--- config.mk ---
export PLATFORM = sky130hd
export DESIGN_NAME = fetch_unit
export DESIGN_NICKNAME = d
export VERILOG_FILES = /design/src/rtl/fetch_unit.sv
export SDC_FILE = /design/constraint.sdc
export NUM_CORES = 1
export LEC_CHECK = 0
export BUFFER_PORTS_ARGS = -buffer_cell sky130_fd_sc_hd__clkbuf_2
export CAP_MARGIN = 5
export CORE_MARGIN = 2
export CORE_UTILIZATION = 55
export DETAILED_ROUTE_END_ITERATION = 8
export GPL_ROUTABILITY_DRIVEN = 0
export PLACE_DENSITY = 0.85
export SETUP_SLACK_MARGIN = 0.4
export SLEW_MARGIN = 15
export SYNTH_ARGS = -nofsm -noshare
export SYNTH_HDL_FRONTEND = slang
export SYNTH_SLANG_ARGS = --single-unit
--- constraint.sdc ---
create_clock -name clk -period 3.49 [get_ports clk]
set_clock_uncertainty 0.15 [all_clocks]
set_input_delay 0.349 -clock clk [delete_from_list [all_inputs] [get_ports clk]]
set_output_delay 0.349 -clock clk [all_outputs]
set_load 0.1 [all_outputs]
--- src/rtl/fetch_unit.sv ---
// Instruction fetch: owns the PC, issues in-order word requests, buffers responses in a 2-entry queue.
// Optional same-cycle response bypass to decode is enabled by defining FETCH_BYPASS_EN.
module fetch_unit #(
    parameter int                    DATA_WIDTH = 32,
    parameter logic [DATA_WIDTH-1:0] RESET_PC   = '0
) (
    input  logic                  clk,
    input  logic                  rst_n,
    input  logic                  redirect_valid,
    input  logic [DATA_WIDTH-1:0] redirect_pc,
    output logic                  imem_req_valid,
    input  logic                  imem_req_ready,
    output logic [DATA_WIDTH-1:0] imem_req_addr,
    input  logic                  imem_rsp_valid,
    input  logic [DATA_WIDTH-1:0] imem_rsp_data,
    output logic                  id_valid,
    input  logic                  id_ready,
    output logic [DATA_WIDTH-1:0] id_inst,
    output logic [DATA_WIDTH-1:0] id_pc
);
    localparam logic [DATA_WIDTH-1:0] NOP = DATA_WIDTH'(32'h0000_0013);

    logic [DATA_WIDTH-1:0] pc_q, pc_d;
    logic [DATA_WIDTH-1:0] fpc_q [2];
    logic [DATA_WIDTH-1:0] finst_q [2];
    logic [1:0]            fcnt_q, fcnt_d;
    logic                  frd_q, frd_d;
    logic [DATA_WIDTH-1:0] tag_q [2];
    logic [1:0]            tcnt_q, tcnt_d;
    logic                  trd_q, trd_d;
    logic [1:0]            drop_q, drop_d;

    logic                  rsp_live, byp, fifo_empty;
    logic                  req_fire, fpop, fpush;
    logic [DATA_WIDTH-1:0] tag_head;
    logic [2:0]            occ_buf, occ_mem;

    assign fifo_empty = (fcnt_q == 2'd0);
    assign tag_head   = tag_q[trd_q];
    // A response is "live" only if it is not owed to a flushed request and not killed by a redirect.
    assign rsp_live   = imem_rsp_valid && (drop_q == 2'd0) && !redirect_valid;

`ifdef FETCH_BYPASS_EN
    assign byp = fifo_empty && rsp_live;
`else
    assign byp = 1'b0;
`endif

    assign id_valid = !fifo_empty || byp;
    assign id_pc    = !fifo_empty ? fpc_q[frd_q]   : (byp ? tag_head      : '0);
    assign id_inst  = !fifo_empty ? finst_q[frd_q] : (byp ? imem_rsp_data : NOP);

    assign occ_buf = {1'b0, fcnt_q} + {1'b0, tcnt_q};
    assign occ_mem = {1'b0, tcnt_q} + {1'b0, drop_q};

    assign imem_req_valid = rst_n && !redirect_valid && (occ_buf < 3'd2) && (occ_mem < 3'd2);
    assign imem_req_addr  = pc_q;

    assign req_fire = imem_req_valid && imem_req_ready;
    assign fpop     = id_valid && id_ready && !fifo_empty && !redirect_valid;
    assign fpush    = rsp_live && !(byp && id_ready);

    always_comb begin
        pc_d   = pc_q;
        fcnt_d = fcnt_q;
        tcnt_d = tcnt_q;
        drop_d = drop_q;
        frd_d  = frd_q ^ fpop;
        trd_d  = trd_q ^ rsp_live;
        if (redirect_valid) begin
            pc_d   = redirect_pc & ~DATA_WIDTH'(3);
            fcnt_d = 2'd0;
            tcnt_d = 2'd0;
            // Everything still in flight becomes stale; a response landing now is already accounted for.
            drop_d = 2'(({1'b0, drop_q} + {1'b0, tcnt_q}) - {2'b00, imem_rsp_valid});
        end else begin
            if (req_fire) pc_d = pc_q + DATA_WIDTH'(4);
            fcnt_d = fcnt_q + {1'b0, fpush} - {1'b0, fpop};
            tcnt_d = tcnt_q + {1'b0, req_fire} - {1'b0, rsp_live};
            if (imem_rsp_valid && (drop_q != 2'd0)) drop_d = drop_q - 2'd1;
        end
    end

    always_ff @(posedge clk or negedge rst_n) begin
        if (!rst_n) begin
            pc_q   <= RESET_PC;
            fcnt_q <= 2'd0;
            frd_q  <= 1'b0;
            tcnt_q <= 2'd0;
            trd_q  <= 1'b0;
            drop_q <= 2'd0;
            for (int i = 0; i < 2; i++) begin
                fpc_q[i]   <= '0;
                finst_q[i] <= '0;
                tag_q[i]   <= '0;
            end
        end else begin
            pc_q   <= pc_d;
            fcnt_q <= fcnt_d;
            frd_q  <= frd_d;
            tcnt_q <= tcnt_d;
            trd_q  <= trd_d;
            drop_q <= drop_d;
            // Write slot is head + count; with a full queue that is the slot being popped.
            if (fpush) begin
                fpc_q[frd_q ^ fcnt_q[0]]   <= tag_head;
                finst_q[frd_q ^ fcnt_q[0]] <= imem_rsp_data;
            end
            if (req_fire) tag_q[trd_q ^ tcnt_q[0]] <= pc_q;
        end
    end
endmodule

After elaboration in Yosys (flattened, before gate mapping)
Index checks and enable logic that the tools add are counted.
{"block": "op_classes", "n_lt_le_gt_ge": 8, "n_reduce_logical": 19, "muxes": 24, "n_mul": 0, "eq_ne": 0, "div_mod_pow": 0, "add_sub_neg": 9, "shift": 0, "bitwise_logic": 8}
{"cell": "two-way mux 32 bit", "count": 15}
{"cell": "bitwise mux 64 bit", "count": 3}
{"cell": "demux 32 bit (select 1 bit)", "count": 2}
{"cell": "adder 32 x 3 -> 32 bit (second input constant)", "count": 1}
{"cell": "logical AND 1 bit", "count": 12}
{"cell": "greater-or-equal comparator 2 bit (second input constant)", "count": 4}
{"cell": "two-way mux 2 bit", "count": 4}
{"cell": "NOT 1 -> 2 bit", "count": 4}
{"cell": "adder 2 x 2 -> 3 bit", "count": 2}
{"cell": "< comparator 3 x 2 -> 1 bit (second input constant)", "count": 2}
{"cell": "nonzero test 2 bit", "count": 3}
{"cell": "subtractor 2 x 1 -> 2 bit", "count": 3}
{"cell": "adder 2 x 1 -> 2 bit", "count": 2}
{"cell": "logical NOT 2 bit", "count": 2}
{"cell": "< comparator 2 x 1 -> 1 bit (second input constant)", "count": 2}
{"cell": "XOR 1 bit", "count": 4}
{"cell": "logical NOT 1 bit", "count": 2}
{"cell": "subtractor 2 x 1 -> 2 bit (second input constant)", "count": 1}
{"block": "word_totals", "reg_bits": 232, "mem_count": 0, "latchBits": 0, "inputBits": 70, "ram_bits": 0, "romBits": 0}

Logic depth before layout (Yosys ltp)
Gate-level depths: netlist of the first run.
{"block": "logic_depth", "ltp_word": 8, "ltp_mapped": 11}

Worst setup path before layout of the first run
No wires, ideal clock.
{"block": "synth_path", "path_kind": "flip-flop to output port", "startpoint": "register tcnt_q[0]", "endpoint": "output port imem_req_valid", "path_buffers": 0, "stages_incl_launch_ff": 5, "slack_ns": -0.698, "arrival_ns": 3.689, "path_cell_list": "dfrtp_1 ha_1 fa_1 or4b_4 nor3_1"}
{"block": "synth_between", "elab_chain_len": 4}
{"item": "start, declared", "line_no": "29", "rtl": "logic [1:0] tcnt_q, tcnt_d;"}
{"item": "start signal, assigned", "line_no": "101", "rtl": "tcnt_q <= tcnt_d;"}
{"item": "adder 2 x 2 -> 3 bit", "line_no": "53", "rtl": "assign occ_buf = {1'b0, fcnt_q} + {1'b0, tcnt_q};"}
{"item": "< comparator 3 x 2 -> 1 bit", "line_no": "56", "rtl": "assign imem_req_valid = rst_n && !redirect_valid && (occ_buf < 3'd2) && (occ_mem < 3'd2);"}
{"item": "logical AND 1 bit", "line_no": "56"}
{"item": "logical AND 1 bit (*)", "line_no": "56"}
{"item": "end, declared", "line_no": "11", "rtl": "output logic imem_req_valid,"}
Mark *: on every way between the ends. The rest lies on a longest branch, timed or not.

Worst setup path in the final report of the first run
Same ends and word-level chain as after synthesis.

==> impl_metrics.csv, run 1 <==
group,metric,value,unit
status,status,"completed",
layout,diodes,0,
timing,period_share,87.8,%
detailed_routing,firstDrtPassIters,5,
clock_tree,root_buffer,"clkbuf_16",
floorplan,dieWidth,141,um
worst_setup_path,startpoint_type,"flip-flop",
worst_setup_path,crit_slowest_cell,"or4b_4",
power_and_ir_drop,power,11.4,mW
global_route,track_usage,24.8,%
synthesis,synth_most_common_cell,"dfrtp_1",
detailed_routing,via_per_inst,5.68,
synthesis,synth_top_cell_by_area,"dfrtp_1",
synthesis,ys_seq_elements,222,
floorplan,core_area,0.0186,mm^2
timing,report.final.hold_viol_count,0,
timing,max_freq,0.326,GHz
synthesis,yosysWarnings,0,
synthesis,yosysTopAreaCellShare,53.6,%
detailed_routing,wl_met2,12.2,mm
floorplan,rows,50,
timing,min_period,3.06,ns
timing,slew_viol_final,0,
worst_setup_path,worstPathArrival,2.56,ns
synthesis,netlist_instances,917,
synthesis,synth_enable_flop_cells,0,
placement,io_buffers,161,
detailed_routing,via_count,7818,
layout,drive_above_1_share,30.3,%
clock_tree,clk_pin_slew,0.06,ns
floorplan,boundaryPins,168,
synthesis,synth_commonest_cells,"222 x dfrtp_1, 143 x nor2_1, 94 x mux2i_1, 93 x mux2_2, 66 x a21oi_1",
worst_setup_path,slowest_delay,0.58,ns
worst_setup_path,crit_path_max_fanout,3,
global_route,grt_max_degree,74,
synthesis,synth_area_per_cell,11.3,um^2
global_route,antenna_found_initial,0,
synthesis,ys_seq_area_share,53.6,%
layout,area_growth,23.9,%
worst_setup_path,startpoint,"tcnt_q[0]",
detailed_routing,wl_met1,10.9,mm
worst_hold_path,hold_depth,3,
global_route,grt_pass1_wl,40.0,mm
detailed_routing,route.detailed.drc,0,
worst_setup_path,endpoint,"imem_req_valid",
clock_tree,cts_tree,"built",
global_route,grt-ovfl-total,0,
detailed_routing,antenna_left,0,
detailed_routing,top_layer_used,"met4",
worst_setup_path,r2r_slack,0.43,ns
synthesis,syn-cell-area,0.0104,mm^2
clock_tree,clk_path_buf_depth,3,
clock_tree,clock_latency,0.50,ns
floorplan,dieArea,0.0200,mm^2
power_and_ir_drop,p_leak,6.18,nW
worst_setup_path,crit_path_end_kind,"output port",
detailed_routing,drt_iter0_drc,535,
clock_tree,numCtsBuffers,23,
worst_setup_path,worstPathRequired,2.99,ns
flow_run,maxCapViolCount,0,
worst_setup_path,crit_type,"reg2out",
timing,timing_worst_slew_pin_value,0.890,ns
floorplan,start_util,55.8,%
synthesis,synth_top_cells_by_area,"dfrtp_1 54%, mux2_2 10%, mux2i_1 9.1%, nor2_1 5.2%, mux2_4 3.5%",
global_route,grt_pass1_vias,7973,
worst_setup_path,reg2reg_to,"tag_q[18]",
clock_tree,htree_num_levels,1,
worst_hold_path,hold_path.class,"in2reg",
timing,tns,0,ns
detailed_routing,routed_wl,25.0,mm
placement,dp_hpwl,15.0,mm
floorplan,die_y,141,um
detailed_routing,met3WireLength,1.57,mm
detailed_routing,wire_per_inst,18.2,um
synthesis,ys.flop_type,"dfrtp_1",
power_and_ir_drop,ir_drop,0.502,mV
synthesis,async_reset_ff_share,100,%
clock_tree,clock_sinks,222,
worst_setup_path,crit_chain,"ha_2 > fa_1 > or4b_4 > nor3_4 > clkbuf_16",
timing,setup_viol,0,
layout,fin_nets,1213,
timing,rsz0062_at_grt,"true",
worst_setup_path,rr_startpoint,"tcnt_q[0]",
layout,fill_cells,1288,
synthesis,ys_types,44,
worst_setup_path,r2r_cells,7,
timing,slew_headroom,40.7,%
power_and_ir_drop,power_density,884,mW/mm^2
==> cells in the final DEF (no fill, tap or decap), types with 3 or more instances in the layout <==
| cell | n |
|---|---|
| nand4_1 | 12 |
| clkbuf_8 | 4 |
| mux2_2 | 93 |
| clkbuf_16 | 25 |
| nand3_1 | 17 |
| o21ai_0 | 32 |
| mux2i_1 | 94 |
| mux2_4 | 24 |
| or3_1 | 7 |
| buf_12 | 4 |
| dfrtp_1 | 220 |
| xor2_1 | 4 |
| and3_1 | 4 |
| nor2b_1 | 11 |
| o211ai_1 | 6 |
| a32oi_1 | 4 |
| nor2_1 | 140 |
| inv_1 | 12 |
| clkbuf_1 | 7 |
| buf_4 | 19 |
| xnor2_1 | 7 |
| nor2_4 | 3 |
| a31oi_1 | 6 |
| dlygate4sd3_1 | 63 |
| and2_1 | 3 |
| conb_1 | 4 |
| nand2_1 | 47 |
| a21oi_1 | 66 |
| o311ai_0 | 8 |
| ha_1 | 7 |
| clkbuf_2 | 159 |
==> worst max-delay path: cells and delay by family (launching register included) <==
family | cells | cell delay (ns)
buffers and inverters | 1 | 0.24
adders and majority gates | 2 | 0.65
and+or+nand+nor | 2 | 0.78
DFF | 1 | 0.39
==> worst min-delay path by stage <==
stage,startpoint,slack [ns],to
floorplan,rst_n,-0.1,drop_q[0]
global placement,rst_n,0.06,fpc_q[5]
detailed placement,rst_n,0.06,fpc_q[5]
CTS,imem_rsp_valid,0.03,drop_q[0]
global route,imem_rsp_valid,0.05,drop_q[0]
finish,imem_rsp_valid,0.04,drop_q[0]
==> report_power, final <==
part,internal (mW),total (mW),switching [mW]
clock network,1.36,2.29,0.930
registers,3.67,4.38,0.713
logic,1.74,4.68,2.94
total,6.77,11.4,4.58
==> logic make-up (layout without fill, tap and decap cells) <==
logic type,Yosys count,after routing,share of synthesized area [%]
other,1,4,0.0362
xor gates and xnor gates,11,11,0.929
muxes,211,211,22.7
and+or+nand+nor,259,259,11.1
adders and majority gates,10,10,1.35
DFF,222,222,53.6
AOI/OAI and AO/OA,129,129,7.06
buffers and inverters,74,297,3.27
==> layout make-up <==
| class | count | area (um^2) | area share (%) |
|---|---|---|---|
| multi-input cells | 624 | 4530 | 35.3 |
| clock inverters | 1 | 30.0 | 0.234 |
| repair buffers | 249 | 1730 | 13.4 |
| inverters | 13 | 48.8 | 0.380 |
| clock buffers | 34 | 657 | 5.12 |
| flip-flops and latches | 222 | 5560 | 43.3 |
| well taps | 234 | 293 | 2.28 |
==> layer usage <==
layer  up-vias  GRT usage (%)
met2       328           41.8
met4         0           5.58
li1       3618              -
met3        32           3.78
met5         -              0
met1      3840           34.3
==> per-stage QoR <==
stage / hold slack [ns] / worst slack (ns) / cells / util [%] / area [um^2]
2_1_floorplan: -0.0966 / 0.402 / 920 / - / 10400
3_3_place_gp: 0.0555 / 0.364 / 1272 / 61.4 / 11400
3_5_place_dp: 0.0572 / 0.327 / 1272 / 61.4 / 11400
4_1_cts: 0.0301 / 0.375 / 1375 / 68.8 / 12800
5_1_grt: 0.0467 / 0.345 / 1377 / 69.1 / 12800
6_report: 0.0375 / 0.427 / 1377 / 69.1 / 12800
==> registers in the layout, indices dropped and copies added (netlist names) <==
signal and flops:
drop_q 2, fcnt_q 2, finst_q 64, fpc_q 60, frd_q 1, imem_req_addr 30
tag_q 60, tcnt_q 2, trd_q 1
==> repair_timing <==
item / CTS / global route
pin swaps: 3 / 6
setup buffers: 5 / 1
endpoints found under the hold margin: 115 / 0
cloned: 0 / 1
endpoints found under the setup margin: 28 / 63
gates resized for setup: 5 / 7
hold buffers: 63 / 0
Note: power is estimated with default switching activity, not from simulation.
==> inputs of run 2 (changes only) <==
--- a/config.mk
+++ b/config.mk
@@ -8,10 +8,10 @@
 export BUFFER_PORTS_ARGS = -buffer_cell sky130_fd_sc_hd__clkbuf_2
 export CAP_MARGIN = 5
 export CORE_MARGIN = 2
-export CORE_UTILIZATION = 55
+export CORE_UTILIZATION = 57
 export DETAILED_ROUTE_END_ITERATION = 8
 export GPL_ROUTABILITY_DRIVEN = 0
-export PLACE_DENSITY = 0.85
+export PLACE_DENSITY = 0.87
 export SETUP_SLACK_MARGIN = 0.4
 export SLEW_MARGIN = 15
 export SYNTH_ARGS = -nofsm -noshare
==> run 2 against run 1 <==
  * Sequential share of layout area rose by 0.17 points
  * Utilization rose by 2.4 points
  * Flip-flop and latch count did not move
  * Critical path type unchanged
  * Design area fell by 0.36%
==> impl_metrics.csv, run 2 (same netlist as run 1, synthesis figures left out) <==
group,metric,value,unit
global_route,antenna_found_initial,0,
floorplan,rows,49,
timing,setup_slack,0.417,ns
global_route,grt_max_degree,66,
detailed_routing,firstDrtPassIters,6,
clock_tree,root_buffer,"clkbuf_16",
layout,most-common-layout-cells,"219 x dfrtp_1, 159 x clkbuf_2, 140 x nor2_1",
floorplan,start_util,57.9,%
layout,regMostFlops,"finst_q",
clock_tree,clock_latency,0.51,ns
detailed_routing,routed_wl,24.9,mm
layout,diodes,0,
layout,final_common_cell,"dfrtp_1",
timing,rsz0062_at_grt,"true",
timing,slew_viol_final,0,
layout,largest_reg_flops,64,
floorplan,core_area,0.0179,mm^2
worst_setup_path,worstPathArrival,2.57,ns
clock_tree,clk_path_buf_depth,3,
clock_tree,clock_sinks,222,
detailed_routing,via_count,7884,
timing,min_period,3.07,ns
layout,area_growth,23.4,%
detailed_routing,antenna_left,0,
detailed_routing,wire_per_inst,18.1,um
detailed_routing,drt_iter0_drc,492,
layout,final_cell_area,0.0128,mm^2
worst_setup_path,crit_path_end_kind,"output port",
worst_setup_path,crit_slowest_cell,"or4b_4",
power_and_ir_drop,p_leak,6.16,nW
timing,period_share,88.1,%
worst_hold_path,hold_path.class,"in2reg",
timing,timing_worst_slew_pin_value,0.794,ns
floorplan,boundaryPins,168,
timing,slew_headroom,47.1,%
placement,io_buffers,161,
worst_setup_path,crit_type,"reg2out",
worst_setup_path,worstPathRequired,2.99,ns
clock_tree,cts_tree,"built",
worst_setup_path,slowest_delay,0.55,ns
placement,placed_cells,1270,
detailed_routing,via_per_inst,5.74,
timing,report.final.hold_viol_count,0,
power_and_ir_drop,ir_drop,0.578,mV
flow_run,maxCapViolCount,0,
global_route,grt_pass1_vias,7846,
clock_tree,numCtsBuffers,23,
floorplan,dieWidth,139,um
placement,dp_hpwl,14.8,mm
layout,fill_cells,1195,
timing,tns,0,ns
placement,placed_cell_area,0.0114,mm^2
global_route,grt-ovfl-total,0,
worst_setup_path,crit_path_max_fanout,4,
global_route,track_usage,25.7,%
worst_setup_path,crit_chain,"ha_1 > fa_2 > or4b_4 > nor3_4 > clkbuf_16",
placement,dp_slack,0.359,ns
worst_setup_path,r2r_slack,0.46,ns
clock_tree,clk_pin_slew,0.07,ns
power_and_ir_drop,power_density,887,mW/mm^2
status,status,"completed",
layout,final-instance-count-excl-fill,1373,
timing,setup_viol,0,
global_route,grt_pass1_wl,40.9,mm
clock_tree,htree_num_levels,1,
layout,drive_above_1_share,30.3,%
layout,reg_top3,"finst_q (64), fpc_q (60), tag_q (60)",
layout,fin_nets,1211,
floorplan,dieArea,0.0193,mm^2
floorplan,die_y,139,um
timing,max_freq,0.325,GHz
worst_setup_path,startpoint_type,"flip-flop",
detailed_routing,route.detailed.drc,0,
## run 2: per-layer routing
layer  up-vias  share of wire, %  GRT usage, %
li1       3622                 -             -
met1      3853                43          35.5
met2       358                48          42.5
met3        51               6.6          4.39
met4         0               2.3          7.50
met5         -                 0             0
## run 2: critical path: cells and delay by family, from the launching register on
kind	cells	cell delay (ns)
flip-flops	1	0.42
adder cells (fa/ha/maj)	2	0.69
buffers and inverters	1	0.23
AND/OR/NAND/NOR	2	0.72
## run 2: report_power, final
group | internal (mW) | leakage, nW | switching (mW) | total, mW
Sequential | 3.67 | 2.75 | 0.740 | 4.41
Clock | 1.35 | 0.340 | 0.953 | 2.30
Combinational | 1.72 | 3.07 | 2.92 | 4.64
## run 2: worst paths after layout
kind,from,endpoint,cells after the start
min in group asynchronous,rst_n,fpc_q[39],2
setup / recovery,tcnt_q[0],imem_req_valid,5
setup reg to reg,tcnt_q[0],tcnt_q[0],9
max in group asynchronous,rst_n,frd_q,4
hold / removal,imem_rsp_valid,drop_q[0],3
hold reg to reg,tag_q[26],tag_q[26],2
## run 2: layout make-up
type	instances	area (um^2)	share of cell area [%]
inverters	13	53.8	0.420
repair buffers	247	1670	13.1
clock inverters	5	56.3	0.440
flip-flops and latches	222	5560	43.5
well taps	229	287	2.24
clock buffers	33	643	5.03
multi-input cells	624	4520	35.3
## run 2: what timing repair did
| item | CTS | global route |
|---|---|---|
| hold buffers | 63 | 0 |
| endpoints found under the setup margin | 21 | 51 |
| gates resized for setup | 6 | 4 |
| pin swaps | 1 | 1 |
| hold endpoints to repair | 133 | 0 |
| setup buffers | 1 | 1 |
| cloned | 0 | 0 |
## run 2: stage by stage
step	utilization [%]	power [mW]	hold slack, ns
3_3_place_gp	63.7	8.69	0.103
4_1_cts	71.4	11.3	0.0108
5_1_grt	71.5	11.9	0.0413
6_report	71.5	11.3	0.0503
3_5_place_dp	63.7	8.88	0.104
2_1_floorplan	-	7.91	-0.0966
